--- src/rtl/tx_lane_scheduler.sv ---
// Round-robin byte scheduler feeding the TX serializer: four requesters, bounded bursts, COM idle fill.
// Define SKP_INSERT_EN to build periodic SKP ordered-set insertion at burst boundaries.
module tx_lane_scheduler #(
  parameter int MAX_BURST    = 8,
  parameter int SKP_INTERVAL = 256
) (
  input  logic        clk_4f,
  input  logic        reset_L,
  input  logic [3:0]  req_valid,
  input  logic [31:0] req_data,
  output logic [3:0]  req_ready,
  output logic [7:0]  data_out,
  output logic        valid_out,
  output logic        skp_out,
  output logic [1:0]  lane_id
);

  localparam logic [7:0] COM = 8'hBC;

  if (MAX_BURST < 1 || MAX_BURST > 255 || SKP_INTERVAL < 8 || SKP_INTERVAL > 65535) begin : g_bad_param
    $error("tx_lane_scheduler: parameter out of range");
  end

`ifdef SKP_INSERT_EN
  localparam logic [7:0] SKP_SYM = 8'h1C;
  typedef enum logic [1:0] {IDLE, SEND, SKP} state_t;
`else
  typedef enum logic [1:0] {IDLE, SEND} state_t;
`endif

  state_t     state, state_next;
  logic [1:0] grant, grant_next;
  logic [1:0] rr_ptr, rr_ptr_next;
  logic [7:0] burst_cnt, burst_cnt_next;
  logic [7:0] data_next;
  logic       valid_next;
  logic [1:0] lane_next;
  logic [1:0] pick;
  logic       skp_busy;
  logic       xfer;
  logic       send_exit;

`ifdef SKP_INSERT_EN
  logic [15:0] skp_cnt;
  logic        skp_pending;
  logic [1:0]  skp_idx;
  logic        skp_expire;
  logic        skp_enter;
  logic        skp_next;

  assign skp_busy   = skp_pending;
  assign skp_expire = (skp_cnt == 16'(SKP_INTERVAL - 1));
  assign skp_enter  = (state_next == SKP) && (state != SKP);

  // An expiry while a request is still outstanding is dropped, never queued.
  always_ff @(posedge clk_4f or negedge reset_L) begin
    if (!reset_L) begin
      skp_cnt     <= 16'd0;
      skp_pending <= 1'b0;
      skp_idx     <= 2'd3;
      skp_out     <= 1'b0;
    end else begin
      skp_cnt     <= skp_expire ? 16'd0 : skp_cnt + 16'd1;
      skp_pending <= skp_enter ? 1'b0 : (skp_pending | skp_expire);
      skp_idx     <= (state == SKP) ? skp_idx - 2'd1 : 2'd3;
      skp_out     <= skp_next;
    end
  end
`else
  assign skp_busy = 1'b0;
  assign skp_out  = 1'b0;
`endif

  // Ready depends on registers only, so requesters see no combinational loop.
  for (genvar gi = 0; gi < 4; gi++) begin : g_ready
    assign req_ready[gi] = (state == SEND) && !skp_busy && (grant == 2'(gi));
  end

  assign xfer      = (state == SEND) && req_valid[grant] && !skp_busy;
  assign send_exit = (xfer && (burst_cnt == 8'(MAX_BURST - 1))) || !req_valid[grant] || skp_busy;

  // First valid requester at or after rr_ptr, modulo 4.
  always_comb begin
    pick = rr_ptr;
    for (int k = 3; k >= 0; k--) begin
      if (req_valid[rr_ptr + 2'(k)]) pick = rr_ptr + 2'(k);
    end
  end

  always_comb begin
    state_next     = state;
    grant_next     = grant;
    rr_ptr_next    = rr_ptr;
    burst_cnt_next = burst_cnt;
    data_next      = COM;
    valid_next     = 1'b0;
    lane_next      = 2'd0;
`ifdef SKP_INSERT_EN
    skp_next       = 1'b0;
`endif
    case (state)
      IDLE: begin
`ifdef SKP_INSERT_EN
        if (skp_pending) state_next = SKP;
        else
`endif
        if (|req_valid) begin
          grant_next     = pick;
          burst_cnt_next = 8'd0;
          state_next     = SEND;
        end
      end
      SEND: begin
        if (xfer) begin
          data_next      = req_data[8*grant +: 8];
          valid_next     = 1'b1;
          lane_next      = grant;
          burst_cnt_next = burst_cnt + 8'd1;
        end
        if (send_exit) begin
          rr_ptr_next = grant + 2'd1;
`ifdef SKP_INSERT_EN
          state_next  = skp_pending ? SKP : IDLE;
`else
          state_next  = IDLE;
`endif
        end
      end
`ifdef SKP_INSERT_EN
      SKP: begin
        data_next  = (skp_idx == 2'd3) ? COM : SKP_SYM;
        valid_next = 1'b1;
        skp_next   = 1'b1;
        if (skp_idx == 2'd0) state_next = IDLE;
      end
`endif
      default: state_next = IDLE;
    endcase
  end

  always_ff @(posedge clk_4f or negedge reset_L) begin
    if (!reset_L) begin
      state     <= IDLE;
      grant     <= 2'd0;
      rr_ptr    <= 2'd0;
      burst_cnt <= 8'd0;
      data_out  <= COM;
      valid_out <= 1'b0;
      lane_id   <= 2'd0;
    end else begin
      state     <= state_next;
      grant     <= grant_next;
      rr_ptr    <= rr_ptr_next;
      burst_cnt <= burst_cnt_next;
      data_out  <= data_next;
      valid_out <= valid_next;
      lane_id   <= lane_next;
    end
  end

endmodule

--- config.mk ---
export PLATFORM = sky130hd
export DESIGN_NAME = tx_lane_scheduler
export DESIGN_NICKNAME = d
export VERILOG_FILES = /design/src/rtl/tx_lane_scheduler.sv
export SDC_FILE = /design/constraint.sdc
export NUM_CORES = 1
export LEC_CHECK = 0
export CORE_MARGIN = 2
export CORE_UTILIZATION = 44
export DETAILED_ROUTE_END_ITERATION = 16
export GPL_TIMING_DRIVEN = 1
export PLACE_DENSITY = 0.79
export SKIP_LAST_GASP = 1
export SLEW_MARGIN = 20
export SYNTH_ARGS = -nofsm -noshare
export SYNTH_HDL_FRONTEND = slang
export SYNTH_SLANG_ARGS = --single-unit
--- constraint.sdc ---
create_clock -name clk_4f -period 1.74 [get_ports clk_4f]
set_input_delay 0.348 -clock clk_4f [delete_from_list [all_inputs] [get_ports clk_4f]]
set_output_delay 0.348 -clock clk_4f [all_outputs]
set_load 0.05 [all_outputs]
# After elaboration in Yosys (flattened, before gate mapping)
# Index checks and enable logic that the tools add are counted.
# Widths: inputs -> output; s select.
# word_totals
register_bits,25
input_bits,38
out_inout_bits,16
wordCells,68
# op_classes
add_sub_neg,5
n_lt_le_gt_ge,5
eq_ne,8
n_shift,1
mux,26
reduce_logical,16
# ops
cell,n
$mux 8,4
$shiftx 32x6->8,1
$mux 2,8
$pmux 8 s2,1
$lt 2x3->1 const B,5
$bmux 1 s2,5
$add 8x1->8 const B,1
$eq 8x3->1 const B,1
$mux 1,7
$logic_and 1x1->1,6
$ne 2x2->1 const B,3
$reduce_and 2->1,3
$add 2x1->2 const B,2
$add 2x2->2 const B,2
$eq 2x1->1 const B,2
$eq 2x2->1 const B,2
$logic_not 2->1,2
$pmux 2 s2,1
$reduce_or 4->1,1
$reduce_and 3->1,1
$reduce_bool 2->1,1
$logic_not 1->1,1
$logic_or 1x1->1,1

# Logic depth before layout (Yosys ltp)
# depth
word_depth,7
depth_mapped,5
mapped_depth_nobuf,4

# Worst setup path before layout
# No wires, ideal clock.
# synth_path
path_kind,register -> output
from,reg grant[0]
to,out req_ready[0]
arrival_time_ps,1358
required_time_ps,1392
slack_ps,34
path_stages_with_launch,5
path_buffers,1
cell_sequence,dfrtp_1 -> buf_2 -> inv_1 -> ha_1 -> and2_1
# synth_via
elab_chain_len,2
# synth_rtl
item,line_no,text
from (decl),32,"logic [1:0] grant, grant_next;"
from (signal assigned),152,grant <= grant_next;
$logic_not 2->1,76,assign req_ready[gi] = (state == SEND) && !skp_busy && (grant == 2'(gi));
$logic_and 1x1->1,76,
to (decl),11,"output logic [3:0] req_ready,"
# No other way between the ends.

# Worst setup path after layout
# layout_path
from,in req_valid[3]
to,reg grant[1]
# layout_via
elab_chain_len,6
elab_cells_between_ends,14
classes_between,mux (12); reduce/logical (2)
# layout_rtl
item,line_no,text
from (decl),9,"input logic [3:0] req_valid,"
$bmux 1 s2,86,if (req_valid[rr_ptr + 2'(k)]) pick = rr_ptr + 2'(k);
$mux 1 (not written as such),86,
$mux 2 (4 in a row),86,
# Several ways; a longest one is shown, not always the timed one. The select of a mux whose other input is x is not followed.
# A chain may end at the register's enable or synchronous reset.

==> results.md <==
* Max Clk Rate at about 550 MHz
* Net Count, Synth at ~170
* Top-level I/O count at 54
* Internal Power at between 0.002 and 0.0025 W
* Vias/cell at 5.84
* First-pass GRT wire length at approximately 6500 um
* Critical path launch point type: input pin
* DRT iter0 DRCs at 48
* Number of routed nets with antenna violations at 0
* RSZ-0062 raised after global routing: yes
* TritonCTS Buffers at 3
* Hold/Removal Path Class: in -> async
* Overflow after GRT at 0
* Sw frac at 0.434
* Status: finished, violations left
* Final Cycle Share at 1.05
* Pwr Total at around 0.0038 W
* Dpl hpwl at slightly above 3000 um
* Final core utilization at 0.748
* Met2 Usage GRT at 0.436
* #FFs+latches synth at 24
* Count of final max-slew check failures at 0
* Layout cells sized above 1 at 0.347
* Hold_buf cts at 0
* Syn Std Cell Area at approximately 1500 um^2
* GPL Wtd Cong at 0.892
* Largest net degree at the start of global routing at 27
* Post-route DRC violation count at 0
* Port bufs at 52
* GRT met3 Usage at 0.0269
* Crit. End Element: flip-flop
* Synth async-reset ratio at 1.00
* Setup CP Type: in -> reg
* H-tree Lvls at 1
* Core area at 3130 um^2
* R2R Setup Slk at around 10 ps
* Relative slew slack at 0.543
* CTS Buffer Depth at 2
* Vias at approximately 1.4k
* Worst-case clock skew at between 3 and 4 ps
* Syn avg cell area at ~11 um^2
* Routed wire length at 4580 um
* Synth top area share at 0.323
* Leak at between 1 and 1.5 nW
* Synth cell count leaders: 19 x dfrtp_1, 9 x mux4_2, 9 x o21ai_0
* Pre-CTS setup slack at -216 ps
* DR WL/cell at 19.1 um
* Most frequent cell after synthesis: dfrtp_1
* Failing checks: negative setup slack
* Crit-path max FO at 10
* Grt met1 use at 0.277
* Pwr dens at around 1600 nW/um^2
* Post-synth EDFFs at 0
* Peak VDD IR at 1.02 mV
* NetSw at between 0.0015 and 0.002 W
* Worst setup margin at -88.7 ps
* Sequential share of the synthesized area at 0.412
* Vias in the first global route at around 1.4k
* Least-Margin Pin Slew at ~670 ps
* Crit path time final at between 1500 and 2000 ps
* WP data required at ~2000 ps
* Logic pwr share at 0.641
* Initial antenna violation count at 0
* Final setup fails at 3
* Number of iterations in the first detailed-routing pass at 4
* Initial Util at 0.470
* Net total in the final layout at 240
* Worst-path clk slew at about 150 ps
* Area growth syn-to-layout at 59.0%
* Clock Tree Root: clkbuf_4
* Die Area at about 3800 um^2
* Die W at approximately 60 um
* Register share of total power at 0.249
* Tot GR Track Use at 0.236
* Yosys top cell by area: dfrtp_1
* Post-synthesis instance total at 130
* Setup TNS at -107 ps
* Ys flop type: dfrtp_1
* Netlist cell types at 39
* Die Ht at between 60 and 70 um
* Worst-skew pair later-pin latency at between 300 and 400 ps
* CTS tree: done
* Synth Warn # at 0
* Clock power share at 0.110
* Most Used Layer, Global Route: met2
* Final hold violations at 0
* Worst Path Arrival at around 2100 ps
* Diode count at 0
* Max-cap violations at 0
* Core Rows at 20
* Top post-synthesis cells by area: dfrtp_1 32%, mux4_2 14%, dfstp_2 8.9%, mux2i_1 5.4%, ha_1 4.3%
* Clock sink count at 24
-- flip-flops by register name, summed over array words and instances, names as in the netlist --
signal / count
data_out: 8
valid_out: 1
state: 1
grant: 2
burst_cnt: 8
rr_ptr: 2
lane_id: 2
-- kinds of logic after synthesis --
group           share of synthesized area
other cells                       0.00255
mux                                 0.192
fa+ha+maj                          0.0425
buf+inv                            0.0493
flops                               0.412
simple gates                        0.168
compound gates                      0.134
-- cells in the final DEF, fill, tap and decap left out, types with 2 or more instances in the layout --
cell | Yosys | layout
clkdlybuf4s50_1 | 0 | 37
buf_4 | 1 | 23
dfrtp_1 | 19 | 18
mux4_2 | 9 | 9
o21ai_0 | 9 | 9
mux2i_1 | 8 | 8
and3_1 | 7 | 7
buf_12 | 0 | 7
inv_1 | 7 | 5
or2_1 | 5 | 5
dfstp_2 | 5 | 5
nor3_1 | 4 | 4
and2_4 | 0 | 4
nand2_1 | 3 | 3
o41ai_1 | 3 | 3
nand4_1 | 3 | 3
nand3_1 | 3 | 3
ha_4 | 0 | 3
clkbuf_4 | 0 | 3
o22ai_1 | 2 | 2
nand2b_1 | 2 | 2
a21boi_0 | 2 | 2
or2_2 | 2 | 2
o31a_1 | 2 | 2
o21bai_1 | 2 | 2
buf_8 | 0 | 2
-- final timing paths --
| kind | start | to | cells after the start |
|---|---|---|---|
| hold reg to reg | burst_cnt[0]$_DFFE_PN0P_ | burst_cnt[0]$_DFFE_PN0P_ | 1 |
| min in group clk_4f | burst_cnt[0]$_DFFE_PN0P_ | burst_cnt[0]$_DFFE_PN0P_ | 1 |
| setup reg to reg | grant[0]$_DFFE_PN0P_ | data_out[1]$_DFF_PN0_ | 4 |
| max in group asynchronous | reset_L | data_out[5]$_DFF_PN1_ | 2 |
| setup / recovery | req_valid[3] | grant[1]$_DFFE_PN0P_ | 5 |
| hold / removal | reset_L | valid_out$_DFF_PN0_ | 2 |
-- power groups by stage --
stage	clock (W)	sequential (W)	combinational [W]
finish	0.000421	0.000959	0.00246
detailed placement	0	0.000966	0.00214
global route	0.000442	0.000971	0.00260
floorplan	0	0.00129	0.000995
CTS	0.000422	0.000943	0.00228
global placement	0	0.000948	0.00208
-- per-layer routing --
metal,vias to the layer above,wire [um]
li1,624,-
met1,686,1660
met2,81,2460
met3,10,377
met4,0,93
met5,-,0
-- critical path: stages --
cell and delay (ps):
clkdlybuf4s50_1 530, buf_4 190, and3b_1 190, a2111oi_0 600, o31a_1 240
-- metrics by stage --
step / cells / area [um^2] / hold WS, ps
2_1_floorplan: 130 / 1470 / 52.4
6_report: 240 / 2340 / 368
5_1_grt: 240 / 2340 / 382
3_5_place_dp: 230 / 2150 / 503
3_3_place_gp: 230 / 2150 / 480
4_1_cts: 237 / 2250 / 370
-- area by class of cell --
cell class                      instances  area, um^2
Clock buffer                            3        22.5
Clock inverter                          1        30.0
Fill cell                             208         788
Inverter                                7        31.3
Multi-Input combinational cell         91         868
Sequential cell                        24         608
Tap cell                               44        55.1
Timing Repair Buffer                   70         724
-- timing repair --
action                                  in CTS  in global routing
gates resized for setup                      9                 12
buffers inserted                             3                  2
endpoints found under the setup margin       4                 11
cloned                                       0                  1
pin swaps                                    0                  1
Note: power is estimated with default switching activity, not from simulation.
